### src/rtl/mem_arbiter_if.sv
// ---------------------------------------------------------------------------
// mem_arbiter_if
//   Bundles every signal that the arbiter shares with its two requesters and
//   with the single-port word memory.
//
//   Requester side (per master 0/1):
//     iwMxReq, iwMxWrite, iwMxAddr, iwMxWData, iwMxWstrb   -> arbiter
//     owMxAck, owMxRData                                    <- arbiter
//   Memory side:
//     owMemReadAddr, owMemWriteAddr, owMemWriteData,
//     owMemWstrb                                            <- arbiter
//     iwMemReadData                                         -> arbiter
//   Ownership:
//     owGrant (one-hot current owner, 00 when idle)         <- arbiter
//
//   Modport slave is the arbiter's own view; modport master is the view of
//   whatever surrounds it (requesters plus memory).
// ---------------------------------------------------------------------------
interface mem_arbiter_if #(
    parameter int pAddrWidth = 32
);
    logic                  iwM0Req;
    logic                  iwM0Write;
    logic [pAddrWidth-1:0] iwM0Addr;
    logic [31:0]           iwM0WData;
    logic [3:0]            iwM0Wstrb;
    logic                  owM0Ack;
    logic [31:0]           owM0RData;

    logic                  iwM1Req;
    logic                  iwM1Write;
    logic [pAddrWidth-1:0] iwM1Addr;
    logic [31:0]           iwM1WData;
    logic [3:0]            iwM1Wstrb;
    logic                  owM1Ack;
    logic [31:0]           owM1RData;

    logic [1:0]            owGrant;

    logic [pAddrWidth-1:0] owMemReadAddr;
    logic [pAddrWidth-1:0] owMemWriteAddr;
    logic [31:0]           owMemWriteData;
    logic [3:0]            owMemWstrb;
    logic [31:0]           iwMemReadData;

    modport slave (
        input  iwM0Req, iwM0Write, iwM0Addr, iwM0WData, iwM0Wstrb,
        input  iwM1Req, iwM1Write, iwM1Addr, iwM1WData, iwM1Wstrb,
        input  iwMemReadData,
        output owM0Ack, owM0RData, owM1Ack, owM1RData, owGrant,
        output owMemReadAddr, owMemWriteAddr, owMemWriteData, owMemWstrb
    );

    modport master (
        output iwM0Req, iwM0Write, iwM0Addr, iwM0WData, iwM0Wstrb,
        output iwM1Req, iwM1Write, iwM1Addr, iwM1WData, iwM1Wstrb,
        output iwMemReadData,
        input  owM0Ack, owM0RData, owM1Ack, owM1RData, owGrant,
        input  owMemReadAddr, owMemWriteAddr, owMemWriteData, owMemWstrb
    );
endinterface

### src/rtl/mem_arbiter.sv
// ---------------------------------------------------------------------------
// mem_arbiter
//   Shares one word-memory port between two masters (the core and a loader or
//   debug port). Every access runs through a fixed four-state transaction:
//   IDLE -> ISSUE -> RESP -> ACK -> IDLE. Simultaneous requests are resolved
//   round-robin against the master that was served last.
//
//   Ports:
//     iwClk   system clock, all state changes on the rising edge
//     iwnRst  asynchronous active-low reset
//     bus     mem_arbiter_if.slave: requester handshakes, read data returns,
//             one-hot grant and the memory address/data/strobe bus
//
//   Every output comes straight from a flop, so nothing on the iw* side can
//   ripple through to an ow* signal within a cycle.
// ---------------------------------------------------------------------------
module mem_arbiter #(
    parameter int pAddrWidth = 32
) (
    input  logic         iwClk,
    input  logic         iwnRst,
    mem_arbiter_if.slave bus
);

    typedef enum logic [1:0] {
        IDLE  = 2'd0,
        ISSUE = 2'd1,
        RESP  = 2'd2,
        ACK   = 2'd3
    } state_t;

    state_t                state_q;
    logic [1:0]            grant_q;
    logic                  write_q;
    logic [pAddrWidth-1:0] addr_q;
    logic [31:0]           wdata_q;
    logic [3:0]            memWstrb_q;
    logic                  ack0_q;
    logic                  ack1_q;
    logic [31:0]           rdata0_q;
    logic [31:0]           rdata1_q;
    logic                  lastM1_q;
    logic                  pickM0;

    // M0 wins when it is the only requester, or on a tie when M1 was the
    // last one served. Only meaningful while at least one request is high.
    always_comb begin
        pickM0 = bus.iwM0Req & (~bus.iwM1Req | lastM1_q);
    end

    // Transaction FSM with all outputs registered. The strobes are loaded on
    // the grant edge so they are live exactly during ISSUE, and the acks are
    // loaded on the edge leaving RESP so they are live exactly during ACK.
    // The latched address stays put in IDLE, which keeps the memory address
    // outputs stable between transactions.
    always_ff @(posedge iwClk or negedge iwnRst) begin
        if (!iwnRst) begin
            state_q    <= IDLE;
            grant_q    <= 2'b00;
            write_q    <= 1'b0;
            addr_q     <= '0;
            wdata_q    <= 32'h0;
            memWstrb_q <= 4'h0;
            ack0_q     <= 1'b0;
            ack1_q     <= 1'b0;
            rdata0_q   <= 32'h0;
            rdata1_q   <= 32'h0;
            lastM1_q   <= 1'b1;
        end else begin
            memWstrb_q <= 4'h0;
            ack0_q     <= 1'b0;
            ack1_q     <= 1'b0;
            case (state_q)
                IDLE: begin
                    if (bus.iwM0Req || bus.iwM1Req) begin
                        if (pickM0) begin
                            grant_q    <= 2'b01;
                            write_q    <= bus.iwM0Write;
                            addr_q     <= bus.iwM0Addr;
                            wdata_q    <= bus.iwM0WData;
                            memWstrb_q <= bus.iwM0Write ? bus.iwM0Wstrb : 4'h0;
                        end else begin
                            grant_q    <= 2'b10;
                            write_q    <= bus.iwM1Write;
                            addr_q     <= bus.iwM1Addr;
                            wdata_q    <= bus.iwM1WData;
                            memWstrb_q <= bus.iwM1Write ? bus.iwM1Wstrb : 4'h0;
                        end
                        state_q <= ISSUE;
                    end
                end
                ISSUE: begin
                    state_q <= RESP;
                end
                RESP: begin
                    // Memory data for the address shown in ISSUE is valid now.
                    if (!write_q) begin
                        if (grant_q[0]) begin
                            rdata0_q <= bus.iwMemReadData;
                        end else begin
                            rdata1_q <= bus.iwMemReadData;
                        end
                    end
                    ack0_q  <= grant_q[0];
                    ack1_q  <= grant_q[1];
                    state_q <= ACK;
                end
                ACK: begin
                    lastM1_q <= grant_q[1];
                    grant_q  <= 2'b00;
                    state_q  <= IDLE;
                end
                default: begin
                    state_q <= IDLE;
                end
            endcase
        end
    end

    assign bus.owGrant        = grant_q;
    assign bus.owM0Ack        = ack0_q;
    assign bus.owM1Ack        = ack1_q;
    assign bus.owM0RData      = rdata0_q;
    assign bus.owM1RData      = rdata1_q;
    assign bus.owMemReadAddr  = addr_q;
    assign bus.owMemWriteAddr = addr_q;
    assign bus.owMemWriteData = wdata_q;
    assign bus.owMemWstrb     = memWstrb_q;

endmodule

### src/flat_wrapper.sv
// flat-port wrapper written by rule: the top's interface ports become plain ports
module mem_arbiter_flat 
#(
    parameter int pAddrWidth = 32
)
  (iwClk, iwnRst, bus_iwM0Req, bus_iwM0Write, bus_iwM0Addr, bus_iwM0WData, bus_iwM0Wstrb, bus_iwM1Req, bus_iwM1Write, bus_iwM1Addr, bus_iwM1WData, bus_iwM1Wstrb, bus_iwMemReadData, bus_owM0Ack, bus_owM0RData, bus_owM1Ack, bus_owM1RData, bus_owGrant, bus_owMemReadAddr, bus_owMemWriteAddr, bus_owMemWriteData, bus_owMemWstrb);
  mem_arbiter_if #(.pAddrWidth(pAddrWidth)) bus_i ();
  input  logic iwClk;
  input  logic iwnRst;
  input wire logic [$bits(bus_i.iwM0Req)-1:0] bus_iwM0Req;
  input wire logic [$bits(bus_i.iwM0Write)-1:0] bus_iwM0Write;
  input wire logic [$bits(bus_i.iwM0Addr)-1:0] bus_iwM0Addr;
  input wire logic [$bits(bus_i.iwM0WData)-1:0] bus_iwM0WData;
  input wire logic [$bits(bus_i.iwM0Wstrb)-1:0] bus_iwM0Wstrb;
  input wire logic [$bits(bus_i.iwM1Req)-1:0] bus_iwM1Req;
  input wire logic [$bits(bus_i.iwM1Write)-1:0] bus_iwM1Write;
  input wire logic [$bits(bus_i.iwM1Addr)-1:0] bus_iwM1Addr;
  input wire logic [$bits(bus_i.iwM1WData)-1:0] bus_iwM1WData;
  input wire logic [$bits(bus_i.iwM1Wstrb)-1:0] bus_iwM1Wstrb;
  input wire logic [$bits(bus_i.iwMemReadData)-1:0] bus_iwMemReadData;
  output wire logic [$bits(bus_i.owM0Ack)-1:0] bus_owM0Ack;
  output wire logic [$bits(bus_i.owM0RData)-1:0] bus_owM0RData;
  output wire logic [$bits(bus_i.owM1Ack)-1:0] bus_owM1Ack;
  output wire logic [$bits(bus_i.owM1RData)-1:0] bus_owM1RData;
  output wire logic [$bits(bus_i.owGrant)-1:0] bus_owGrant;
  output wire logic [$bits(bus_i.owMemReadAddr)-1:0] bus_owMemReadAddr;
  output wire logic [$bits(bus_i.owMemWriteAddr)-1:0] bus_owMemWriteAddr;
  output wire logic [$bits(bus_i.owMemWriteData)-1:0] bus_owMemWriteData;
  output wire logic [$bits(bus_i.owMemWstrb)-1:0] bus_owMemWstrb;
  assign bus_i.iwM0Req = bus_iwM0Req;
  assign bus_i.iwM0Write = bus_iwM0Write;
  assign bus_i.iwM0Addr = bus_iwM0Addr;
  assign bus_i.iwM0WData = bus_iwM0WData;
  assign bus_i.iwM0Wstrb = bus_iwM0Wstrb;
  assign bus_i.iwM1Req = bus_iwM1Req;
  assign bus_i.iwM1Write = bus_iwM1Write;
  assign bus_i.iwM1Addr = bus_iwM1Addr;
  assign bus_i.iwM1WData = bus_iwM1WData;
  assign bus_i.iwM1Wstrb = bus_iwM1Wstrb;
  assign bus_i.iwMemReadData = bus_iwMemReadData;
  assign bus_owM0Ack = bus_i.owM0Ack;
  assign bus_owM0RData = bus_i.owM0RData;
  assign bus_owM1Ack = bus_i.owM1Ack;
  assign bus_owM1RData = bus_i.owM1RData;
  assign bus_owGrant = bus_i.owGrant;
  assign bus_owMemReadAddr = bus_i.owMemReadAddr;
  assign bus_owMemWriteAddr = bus_i.owMemWriteAddr;
  assign bus_owMemWriteData = bus_i.owMemWriteData;
  assign bus_owMemWstrb = bus_i.owMemWstrb;
  mem_arbiter #(.pAddrWidth(pAddrWidth)) u_core (.iwClk(iwClk), .iwnRst(iwnRst), .bus(bus_i));
endmodule
### config.mk
export PLATFORM = sky130hd
export DESIGN_NAME = mem_arbiter_flat
export DESIGN_NICKNAME = d
export VERILOG_FILES = /design/src/rtl/mem_arbiter_if.sv /design/src/rtl/mem_arbiter.sv /design/src/flat_wrapper.sv
export SDC_FILE = /design/constraint.sdc
export NUM_CORES = 1
export LEC_CHECK = 0
export ABC_CLOCK_PERIOD_IN_PS = 2650
export BUFFER_PORTS_ARGS = -buffer_cell sky130_fd_sc_hd__buf_2
export CELL_PAD_IN_SITES_DETAIL_PLACEMENT = 1
export CELL_PAD_IN_SITES_GLOBAL_PLACEMENT = 2
export CORE_ASPECT_RATIO = 2
export CORE_MARGIN = 5
export CORE_UTILIZATION = 29
export DETAILED_ROUTE_END_ITERATION = 7
export MAX_ROUTING_LAYER = met4
export PLACE_DENSITY_LB_ADDON = 0.1
export SYNTH_ARGS = -nofsm -noshare
export SYNTH_HDL_FRONTEND = slang
export SYNTH_SLANG_ARGS = --single-unit
### constraint.sdc
create_clock -name iwClk -period 2.65 [get_ports iwClk]
set_clock_uncertainty 0.1 [all_clocks]
set_input_delay 0.1325 -clock iwClk [delete_from_list [all_inputs] [get_ports iwClk]]
set_output_delay 0.1325 -clock iwClk [all_outputs]
set_load 0.01 [all_outputs]
==> metrics.txt <==
# TYPE chip_impl_metric gauge
chip_impl_info{name="result_of_the_run",value="completed"} 1
chip_impl_metric{name="tns",unit="ns"} 0
chip_impl_metric{name="final_layout_size_suffix_gt1_share",unit="%"} 49.4
chip_impl_metric{name="post-route-drc-count",unit=""} 0
chip_impl_metric{name="grt.met1_usage",unit="%"} 20.3
chip_impl_metric{name="io_buffers",unit=""} 341
chip_impl_metric{name="synthDistinctLibCells",unit=""} 27
chip_impl_metric{name="wire_length_of_the_first_global_routing_pass",unit="um"} 35900
chip_impl_metric{name="die_y",unit="um"} 213
chip_impl_info{name="synth_top_family_by_area",value="compound AO/OA/AOI/OAI gates"} 1
chip_impl_metric{name="mappedNetlistNets",unit=""} 614
chip_impl_metric{name="firstDrtPassIters",unit=""} 5
chip_impl_metric{name="use_met3",unit="%"} 5.33
chip_impl_info{name="global_routing_s_busiest_layer",value="met2"} 1
chip_impl_metric{name="reg2reg_slack",unit="ns"} 0.21
chip_impl_metric{name="cts.path.max_buffers",unit=""} 2
chip_impl_metric{name="final_cell_count_no_fill",unit=""} 1201
chip_impl_metric{name="timing.fmax",unit="MHz"} 410
chip_impl_metric{name="antenna_found_initial",unit=""} 1
chip_impl_metric{name="power",unit="mW"} 11.1
chip_impl_info{name="synth-main-ff-cell",value="sky130_fd_sc_hd__dfrtp_1"} 1
chip_impl_metric{name="pin_count",unit=""} 342
chip_impl_metric{name="floorplan.rows",unit=""} 74
chip_impl_metric{name="post-place-cells",unit=""} 994
chip_impl_metric{name="synthesis.instances",unit=""} 437
chip_impl_metric{name="finalMaxSlewViolations",unit=""} 0
chip_impl_metric{name="place_ws",unit="ns"} 0.432
chip_impl_metric{name="number_of_hold_slack_violations_in_the_final_timing_report",unit=""} 0
chip_impl_metric{name="synth_adder_area_share",unit="%"} 0.630
chip_impl_metric{name="clk-insertion-delay-late",unit="ns"} 0.43
chip_impl_metric{name="final_min_period_over_clock_period",unit="%"} 92.0
chip_impl_metric{name="synthXorXnorAreaFrac",unit="%"} 0
chip_impl_metric{name="grt.overflow.total",unit=""} 0
chip_impl_metric{name="cts_max_level",unit=""} 4
chip_impl_metric{name="place.detailed.hpwl",unit="um"} 16100
chip_impl_metric{name="yosysWarnings",unit=""} 0
chip_impl_metric{name="clock_buffer_count_from_cts",unit=""} 17
chip_impl_metric{name="routed-via-count",unit=""} 5594
chip_impl_metric{name="max-cap-violations",unit=""} 0
chip_impl_metric{name="cts_setup_buffers",unit=""} 0
chip_impl_info{name="clock_tree.root_cell",value="sky130_fd_sc_hd__clkbuf_16"} 1
chip_impl_metric{name="final_net_count",unit=""} 1095
chip_impl_metric{name="drt_iter0_drc",unit=""} 234
chip_impl_metric{name="vias_per_cell",unit=""} 4.66
chip_impl_metric{name="multiInputGateArea",unit="mm^2"} 0.00206
chip_impl_metric{name="floorplan.initialDensity",unit="%"} 29.3
chip_impl_metric{name="first_global_vias",unit=""} 6480
chip_impl_metric{name="final.fill_count",unit=""} 2252
chip_impl_metric{name="grt_start_max_net_pins",unit=""} 68
chip_impl_info{name="worst-setup-path-type",value="reg -> reg"} 1
chip_impl_info{name="grt_setup_unrepaired",value="false"} 1
chip_impl_metric{name="die_width",unit="um"} 111
chip_impl_metric{name="postLayoutSetupSlackWorst",unit="ns"} 0.212
chip_impl_metric{name="synth-seq-cells",unit=""} 140
chip_impl_metric{name="setup_viol",unit=""} 0
chip_impl_metric{name="core_area",unit="mm^2"} 0.0204
chip_impl_metric{name="clk_pin_slew",unit="ns"} 0.07
chip_impl_metric{name="post_drt_wl_per_cell",unit="um"} 19.2
chip_impl_metric{name="global_route.usage.met2",unit="%"} 35.3
chip_impl_metric{name="register_area",unit="mm^2"} 0.00350
chip_impl_metric{name="globalRouteTotalUtil",unit="%"} 20.0
chip_impl_metric{name="detail-route-antenna-nets",unit=""} 0
chip_impl_metric{name="final_design_area_no_fill",unit="mm^2"} 0.0101
chip_impl_metric{name="p_leak",unit="nW"} 4.98
chip_impl_metric{name="post_synth_simple_gate_area",unit="%"} 8.46
chip_impl_metric{name="synthesis.area",unit="mm^2"} 0.00596
chip_impl_metric{name="placer_congestion",unit=""} 0.793
chip_impl_metric{name="drt_wl_total",unit="um"} 23100
chip_impl_metric{name="period_minus_slack",unit="ns"} 2.44
chip_impl_info{name="tritoncts",value="done"} 1
chip_impl_metric{name="placed_area",unit="mm^2"} 0.00775
chip_impl_metric{name="power.density_cell_area",unit="mW/mm^2"} 1100
chip_impl_info{name="timing.critical_path.to_type",value="flip-flop"} 1
chip_impl_metric{name="syn-mean-instance-area",unit="um^2"} 13.6
chip_impl_metric{name="yosysSeqAreaShare",unit="%"} 58.8
chip_impl_info{name="startpoint_type",value="flip-flop"} 1
chip_impl_metric{name="finish.utilization",unit="%"} 49.5
chip_impl_info{name="timing.hold.worst.class",value="in -> reg"} 1
chip_impl_metric{name="cts_sinks",unit=""} 140
chip_impl_metric{name="synth_enable_flop_cells",unit=""} 0
chip_impl_metric{name="synth_compound_area_share",unit="%"} 12.6
chip_impl_metric{name="crit_required",unit="ns"} 2.92
chip_impl_metric{name="ir_worst_vdd",unit="uV"} 467
chip_impl_metric{name="timing.max_slew.rel_slack",unit="%"} 52.4
chip_impl_metric{name="fp.dieArea",unit="mm^2"} 0.0237
chip_impl_metric{name="async_reset_ff_share",unit="%"} 100
chip_impl_metric{name="whs",unit="ns"} 0.0568
chip_impl_metric{name="data_arrival_time_of_the_worst_path",unit="ns"} 2.70
chip_impl_metric{name="muxShareOfSynthArea",unit="%"} 12.5
chip_impl_metric{name="crit_path_max_fanout",unit=""} 14
chip_impl_metric{name="layout-area-overhead-vs-synth",unit="%"} 69.2
chip_impl_metric{name="worst_pin_slew",unit="ns"} 0.712
[cells in the final DEF, fill, tap and decap left out, types with 3 or more instances in the layout]
master                            n
sky130_fd_sc_hd__buf_2          340
sky130_fd_sc_hd__dlygate4sd3_1  171
sky130_fd_sc_hd__dfrtp_1        139
sky130_fd_sc_hd__and2_1          69
sky130_fd_sc_hd__mux2_2          66
sky130_fd_sc_hd__a221o_1         64
sky130_fd_sc_hd__clkbuf_16       17
sky130_fd_sc_hd__buf_4            9
sky130_fd_sc_hd__clkinv_2         5
sky130_fd_sc_hd__diode_2          4
sky130_fd_sc_hd__inv_1            4
sky130_fd_sc_hd__nand2_1          4
sky130_fd_sc_hd__a21oi_1          4
sky130_fd_sc_hd__clkbuf_8         4
sky130_fd_sc_hd__a32o_1           3
sky130_fd_sc_hd__clkinvlp_4       3
sky130_fd_sc_hd__buf_12           3
[Yosys cell counts, types with 2 or more instances]
master	count	share of area, %
sky130_fd_sc_hd__buf_2	11	0.92
sky130_fd_sc_hd__inv_1	4	0.25
sky130_fd_sc_hd__buf_4	33	4.2
sky130_fd_sc_hd__dfrtp_1	139	58
sky130_fd_sc_hd__a221o_1	64	11
sky130_fd_sc_hd__nand2_1	4	0.25
sky130_fd_sc_hd__clkbuf_1	15	0.94
sky130_fd_sc_hd__a31oi_1	2	0.21
sky130_fd_sc_hd__a21oi_1	4	0.34
sky130_fd_sc_hd__and3_1	2	0.21
sky130_fd_sc_hd__ha_1	3	0.63
sky130_fd_sc_hd__buf_6	4	0.76
sky130_fd_sc_hd__nor2_1	2	0.13
sky130_fd_sc_hd__nand3_1	2	0.17
sky130_fd_sc_hd__and2_1	69	7.2
sky130_fd_sc_hd__a32o_1	3	0.50
sky130_fd_sc_hd__mux2_2	66	12
[per-layer routing]
metal	part of all wire [%]	wire length [um]
met5	0	0
met4	4.5	1040
met3	5.7	1310
met2	55	12700
met1	35	8070
[final timing paths]
kind / start / end / cells past startpoint
setup / recovery: u_core.state_q[0] / u_core.bus.owMemReadAddr[8] / 6
hold / removal: bus_iwM1Write / u_core.write_q / 3
setup reg to reg: u_core.state_q[0] / u_core.bus.owMemReadAddr[8] / 6
hold reg to reg: u_core.bus.owM0RData[3] / u_core.bus.owM0RData[3] / 1
max in group asynchronous: iwnRst / u_core.bus.owMemWstrb[2] / 3
min in group asynchronous: iwnRst / u_core.bus.owMemWstrb[0] / 2
[state kept, by name, summed over array words and instances, names as in the netlist]
name                       cells
u_core.bus.owGrant             2
u_core.bus.owM0RData          32
u_core.write_q                 1
u_core.bus.owMemWriteData     32
u_core.state_q                 2
u_core.bus.owM1Ack             1
u_core.bus.owMemReadAddr      32
u_core.bus.owM0Ack             1
u_core.bus.owMemWstrb          4
u_core.lastM1_q                1
u_core.bus.owM1RData          32
[layout make-up]
type	count	area share [%]
diodes	4	0.0993
clock buffers	21	4.77
clock inverters	11	1.15
inverters	4	0.149
multi-input cells	230	20.4
flip-flops and latches	140	34.8
well taps	266	3.30
repair buffers	525	35.4
[report_power, final]
| part | internal [mW] | switching, mW |
|---|---|---|
| logic | 2.54 | 2.37 |
| registers | 3.19 | 0.584 |
| clock network | 1.48 | 0.937 |
[timing repair]
item	4_1_cts	5_1_grt
hold buffers	171	0
hold endpoints to repair	179	0
setup endpoints to repair	0	11
resized for setup	0	2
[worst max-delay path: stages, from the launching register on]
cell and delay (ns):
sky130_fd_sc_hd__dfrtp_1 0.38, sky130_fd_sc_hd__inv_1 0.11, sky130_fd_sc_hd__ha_2 0.32, sky130_fd_sc_hd__and3_2 0.48
sky130_fd_sc_hd__buf_4 0.27, sky130_fd_sc_hd__a221o_1 0.17, sky130_fd_sc_hd__dlygate4sd3_1 0.55
[kinds of logic (layout without fill, tap and decap cells)]
family	after synthesis	after routing
other	0	4
buffers and inverters	67	561
AND/OR/NAND/NOR	82	82
flip-flops	140	140
adder cells (fa/ha/maj)	3	3
multiplexers	66	66
AO/OA/AOI/OAI	79	79
Power figures use the tool's default switching activity.
